===== config.mk =====
export PLATFORM = sky130hd
export DESIGN_NAME = hilo_ctrl
export DESIGN_NICKNAME = d
export VERILOG_FILES = /design/src/rtl/hilo_ctrl.sv
export SDC_FILE = /design/constraint.sdc
export NUM_CORES = 2
export LEC_CHECK = 0
export BUFFER_PORTS_ARGS = -buffer_cell sky130_fd_sc_hd__buf_2
export CAP_MARGIN = 20
export CORE_MARGIN = 2
export CORE_UTILIZATION = 52
export DETAILED_ROUTE_END_ITERATION = 12
export GPL_ROUTABILITY_DRIVEN = 0
export PLACE_DENSITY = 0.67
export SLEW_MARGIN = 20
export SYNTH_ARGS = -nofsm -noshare
export SYNTH_HDL_FRONTEND = slang
export SYNTH_SLANG_ARGS = --single-unit

===== constraint.sdc =====
create_clock -name clk -period 8.9 [get_ports clk]
set_input_delay 1.335 -clock clk [delete_from_list [all_inputs] [get_ports clk]]
set_output_delay 1.335 -clock clk [all_outputs]
set_load 0.01 [all_outputs]

===== src/rtl/hilo_ctrl.sv =====
// hilo_ctrl: multiply/divide sequencer that owns the HI/LO write port.
// Accepts one MULT/MULTU/DIV/DIVU/MTHI/MTLO request at a time, stalls the
// pipeline while a multi-cycle operation runs, then commits HI and LO
// together in a single write cycle. A flush abandons the operation without
// writing HI/LO.
// Build option: define HILO_CTRL_DIV_EN to include the 32-cycle restoring
// divider; without it DIV/DIVU complete in one cycle and write HI=0, LO=0.
module hilo_ctrl #(
    parameter int MUL_LATENCY = 2
) (
    input  logic        clk,
    input  logic        rst,
    input  logic        start,
    input  logic [2:0]  op,
    input  logic [31:0] operand_a,
    input  logic [31:0] operand_b,
    input  logic        flush,
    input  logic [31:0] hi_cur,
    input  logic [31:0] lo_cur,
    output logic        busy,
    output logic        done,
    output logic        hilo_we,
    output logic [31:0] hi_out,
    output logic [31:0] lo_out
);

    typedef enum logic [1:0] {S_IDLE, S_MUL, S_DIV, S_WB} state_t;

    localparam logic [2:0] OP_MULT  = 3'd0;
    localparam logic [2:0] OP_MULTU = 3'd1;
    localparam logic [2:0] OP_MTHI  = 3'd4;
    localparam logic [2:0] OP_MTLO  = 3'd5;
    localparam logic [5:0] MUL_LAST = 6'(MUL_LATENCY - 1);
    localparam logic [5:0] DIV_LAST = 6'd31;

    state_t      state, state_next;
    logic [2:0]  op_reg;
    logic [31:0] a_reg, b_reg;
    logic [5:0]  cnt_reg;
    logic [31:0] res_hi_reg, res_lo_reg;

    // Request decode; only meaningful while IDLE
    logic accept, is_mul_op, busy_op;
    assign accept    = start && !flush && (op <= OP_MTLO);
    assign is_mul_op = (op == OP_MULT) || (op == OP_MULTU);

    // 64-bit product: operands extended by one bit so MULT and MULTU share
    // one multiplier; the low 64 bits of the 66-bit product are the result
    logic [32:0] mul_a, mul_b;
    logic [65:0] prod;
    assign mul_a = {(op_reg == OP_MULT) & a_reg[31], a_reg};
    assign mul_b = {(op_reg == OP_MULT) & b_reg[31], b_reg};
    assign prod  = {{33{mul_a[32]}}, mul_a} * {{33{mul_b[32]}}, mul_b};

`ifdef HILO_CTRL_DIV_EN
    localparam logic [2:0] OP_DIV  = 3'd2;
    localparam logic [2:0] OP_DIVU = 3'd3;

    logic        is_div_op, div_signed;
    logic [31:0] mag_a, mag_b;
    logic [31:0] rem_reg, quo_reg, dvs_reg;
    logic        neg_q_reg, neg_r_reg;
    logic [32:0] shifted, trial;
    logic [31:0] rem_step, quo_step, q_fix, r_fix, div_hi, div_lo;

    assign is_div_op  = (op == OP_DIV) || (op == OP_DIVU);
    assign div_signed = (op == OP_DIV);
    assign mag_a      = (div_signed && operand_a[31]) ? -operand_a : operand_a;
    assign mag_b      = (div_signed && operand_b[31]) ? -operand_b : operand_b;

    // One restoring step: shift the next dividend bit in, keep the
    // difference when the divisor fits
    assign shifted  = {rem_reg, quo_reg[31]};
    assign trial    = shifted - {1'b0, dvs_reg};
    assign rem_step = trial[32] ? shifted[31:0] : trial[31:0];
    assign quo_step = {quo_reg[30:0], ~trial[32]};

    // Sign fix-up applied to the final step; zero divisor overrides it
    assign q_fix  = neg_q_reg ? -quo_step : quo_step;
    assign r_fix  = neg_r_reg ? -rem_step : rem_step;
    assign div_hi = (dvs_reg == 32'd0) ? a_reg : r_fix;
    assign div_lo = (dvs_reg == 32'd0) ? 32'hFFFF_FFFF : q_fix;
    assign busy_op = is_mul_op || is_div_op;

    // Divider working registers: load magnitudes on accept, iterate in DIV
    always_ff @(posedge clk or negedge rst) begin
        if (!rst) begin
            rem_reg   <= '0;
            quo_reg   <= '0;
            dvs_reg   <= '0;
            neg_q_reg <= 1'b0;
            neg_r_reg <= 1'b0;
        end else if (state == S_IDLE && accept) begin
            rem_reg   <= '0;
            quo_reg   <= mag_a;
            dvs_reg   <= mag_b;
            neg_q_reg <= div_signed && (operand_a[31] ^ operand_b[31]);
            neg_r_reg <= div_signed && operand_a[31];
        end else if (state == S_DIV) begin
            rem_reg <= rem_step;
            quo_reg <= quo_step;
        end
    end
`else
    assign busy_op = is_mul_op;
`endif

    // State register
    always_ff @(posedge clk or negedge rst) begin
        if (!rst) state <= S_IDLE;
        else      state <= state_next;
    end

    // Next-state logic; flush always returns to IDLE
    always_comb begin
        state_next = state;
        case (state)
            S_IDLE: begin
                if (accept) begin
                    if (is_mul_op) state_next = S_MUL;
`ifdef HILO_CTRL_DIV_EN
                    else if (is_div_op) state_next = S_DIV;
`endif
                    else state_next = S_WB;
                end
            end
            S_MUL: begin
                if (flush)                    state_next = S_IDLE;
                else if (cnt_reg == MUL_LAST) state_next = S_WB;
            end
            S_DIV: begin
                if (flush)                    state_next = S_IDLE;
                else if (cnt_reg == DIV_LAST) state_next = S_WB;
            end
            S_WB:    state_next = S_IDLE;
            default: state_next = S_IDLE;
        endcase
    end

    // Operand capture, cycle counter and result registers
    always_ff @(posedge clk or negedge rst) begin
        if (!rst) begin
            op_reg     <= '0;
            a_reg      <= '0;
            b_reg      <= '0;
            cnt_reg    <= '0;
            res_hi_reg <= '0;
            res_lo_reg <= '0;
        end else begin
            case (state)
                S_IDLE: begin
                    if (accept) begin
                        op_reg     <= op;
                        a_reg      <= operand_a;
                        b_reg      <= operand_b;
                        cnt_reg    <= '0;
                        res_hi_reg <= '0;
                        res_lo_reg <= '0;
                    end
                end
                S_MUL: begin
                    cnt_reg <= cnt_reg + 6'd1;
                    if (cnt_reg == MUL_LAST) begin
                        res_hi_reg <= prod[63:32];
                        res_lo_reg <= prod[31:0];
                    end
                end
                S_DIV: begin
                    cnt_reg <= cnt_reg + 6'd1;
`ifdef HILO_CTRL_DIV_EN
                    if (cnt_reg == DIV_LAST) begin
                        res_hi_reg <= div_hi;
                        res_lo_reg <= div_lo;
                    end
`endif
                end
                default: ;
            endcase
        end
    end

    // Outputs: stall while computing, single-cycle commit in WB
    always_comb begin
        busy    = 1'b0;
        done    = 1'b0;
        hilo_we = 1'b0;
        hi_out  = '0;
        lo_out  = '0;
        case (state)
            S_IDLE:       busy = rst && start && !flush && busy_op;
            S_MUL, S_DIV: busy = 1'b1;
            S_WB: begin
                done    = !flush;
                hilo_we = !flush;
                case (op_reg)
                    OP_MTHI: begin hi_out = a_reg;      lo_out = lo_cur;     end
                    OP_MTLO: begin hi_out = hi_cur;     lo_out = a_reg;      end
                    default: begin hi_out = res_hi_reg; lo_out = res_lo_reg; end
                endcase
            end
            default: ;
        endcase
    end

endmodule


==> run metrics <==
status=finished, final reports clean; largest net degree at the start of global routing=86; Syn Nets=approximately 6.4k; Startpoint Class=register; clock sink count=about 140; kind of critical path=register to register; Layout Nets=around 6.4k; RSZ-0062 raised after global routing=no; Post-synth top cells=inv_1, fa_1, nand2_1, clkbuf_1, and2_1; WP depth=25; maxcap violations=0; Final Hold Fails=0; filler cell count=~7.7k; Max Clock Skew=about 15 ps; initial antenna violation count=7; CP delay by family, top=adder cells; min cycle time layout=between 8000 and 9000 ps; Detail Route Antenna Nets=0; CP Max Fanout=20; Hold Crit Class=register to register; final worst-path cycle share=between 90% and 100%; DR vias=approximately 34k; Max Clock Freq=117 MHz; Hold Crit Depth=2; Worst EP required=roughly 9200 ps; Rel. slew slack=22.3%; share of layout cells above drive strength 1=9.67%; area grow syn2layout=6.80%; syn avg cell area=a little over 9 sq um; setup TNS=0 ps; hold buffers post-CTS=0; met1 usage=about two fifths; Area contributors post-synth=fa_1, inv_1, nand2_1; initial DRC count=between 2k and 2.5k; Worst Path Buf+Inv=4; synthesized cell area=between 0.04 and 0.05 sq mm; endpoint type of the worst setup path=register; ys flop type=dfrtp_1; Place WS=256 ps; htree depth=4; final setup vio count=0; I/O Buffers=between 200 and 250; post-route core utilization=a little under three fifths; clock transition at the registers of the reported paths=about 80 ps; Yosys reg bits=between 100 and 150; vias in the first global route=roughly 36k; Seq/Total Area, Yosys=~7.7%; Die Y=298 um; HPWL after DPL=approximately 110000 um; final WL=127000 um; die width=just under 300 um; routed vias/inst=around 5.5; Num CTS Buffers=17; die area=between 0.08 and 0.09 sq mm; synth unique cells=65; drt pass-1 iters=7; Core Rows=roughly 110; Post-synth EDFFs=0; worst slew pin tran=1170 ps; Async S/R FF share, synth=between 90% and 100%; top-area cell type share of the netlist area=about half; GR peak layer=met2; gr usage total=about 30%; most common cell in the netlist=inv_1; Max Root-Sink Buffers=2; Starting Density=~53%; cell depth of the worst flop-to-flop path=25; Ys Warns=0; GR Util met3=3.79%; Yosys top cell by area=fa_1; fin. max-slew vios=0; Mapped Cells=between 4k and 5k; cell mode on critical path=fa_1; CP max stage delay=between 600 and 700 ps; Clock Latency Late Sink=between 400 and 500 ps; overflow left after global routing=0; root buf cell=clkbuf_16; CP Data Arrival Time=8910 ps; total core area=0.0854 sq mm; first-pass GRT wire length=~200000 um; CTS tree=built; Boundary Pins=202; Worst path slowest cell=fa_1; # DRC=0; drt wl/cell=roughly 21 um; met2 usage=roughly 50%; Final WS setup=approximately 330 ps
-- timing repair --
action	in CTS	in global routing
hold endpoints to repair	0	0
resized for setup	0	6
buffers inserted	0	4
setup endpoints to repair	0	8
-- cells by family (layout without fill, tap and decap cells) --
logic type      Yosys count  after routing  share of synthesized area, %
buf+inv                1471           1523                          12.3
fa+ha+maj              1343           1343                          56.2
simple gates           1397           1397                          13.9
compound gates          334            334                          5.25
xor+xnor                 78             78                          1.52
other cells               0              5                             0
mux                     129            129                          3.05
flops                   139            139                          7.74
-- layout by cell type (no fill, tap or decap), types with 27 or more instances in the layout --
cell	instances
o211a_1	65
fa_1	1125
xor2_1	31
nor2_1	56
and2_1	288
a21oi_1	68
xnor2_1	47
inv_1	1147
buf_4	134
buf_2	200
dfrtp_1	135
o21ai_0	81
ha_1	217
mux2_2	65
and3_1	27
a21o_1	27
nand2_1	927
mux2i_1	64
-- path summary, 6_finish.rpt --
| check | start | endpoint | slack (ps) |
|---|---|---|---|
| worst max-delay path | op_reg[1] | res_hi_reg[27] | 330 |
| worst min-delay path | res_lo_reg[8] | res_lo_reg[8] | 480 |
| worst max register to register | op_reg[1] | res_hi_reg[27] | 330 |
| worst min register to register | res_lo_reg[8] | res_lo_reg[8] | 480 |
| max in group asynchronous | rst | b_reg[10] | 6470 |
| min in group asynchronous | rst | op_reg[1] | 960 |
-- metal layers --
layer / wire, um / part of all wire (%)
met4: 4950 / 3.9
met2: 63400 / 50
met5: 26 / 0.020
met3: 8060 / 6.3
met1: 50900 / 40
-- worst register-to-register path, cell delays in order, from the launching register on --
cell	delay, ps
dfrtp_1	460
nor3_4	350
buf_4	340
and3_1	280
fa_1	520
fa_1	560
fa_1	690
clkinvlp_4	130
buf_4	200
fa_1	530
fa_1	450
fa_1	570
fa_1	420
fa_1	540
inv_1	60
ha_1	380
a21oi_1	190
o21ai_0	110
a21oi_1	200
o21a_1	180
o221a_2	190
nand3_1	190
o41ai_2	360
o21ai_1	170
xor2_1	170
a22o_1	200
-- cell type report --
type / count / area [sq um] / area share, %
sequential: 139 / 3490 / 7.26
multi-input combinational: 3281 / 36000 / 74.9
inverter: 1148 / 4310 / 8.99
tap: 1144 / 1430 / 2.98
timing repair buffer: 343 / 2180 / 4.54
antenna: 5 / 12.5 / 0.0261
clock buffer: 17 / 425 / 0.886
clock inverter: 15 / 179 / 0.373
-- stage by stage --
| stage | instances | hold WS (ps) | instance area [sq um] |
|---|---|---|---|
| after floorplan | 4891 | 451 | 44900 |
| after CTS | 6083 | 489 | 47900 |
| after global routing | 6090 | 520 | 48000 |
| final | 6092 | 482 | 48000 |
| after global placement | 6051 | 470 | 47300 |
| after detailed placement | 6051 | 474 | 47300 |
Power is left out: the tool's default activity adds up to more than one toggle a clock period on the data nets, which glitch-free logic cannot reach.
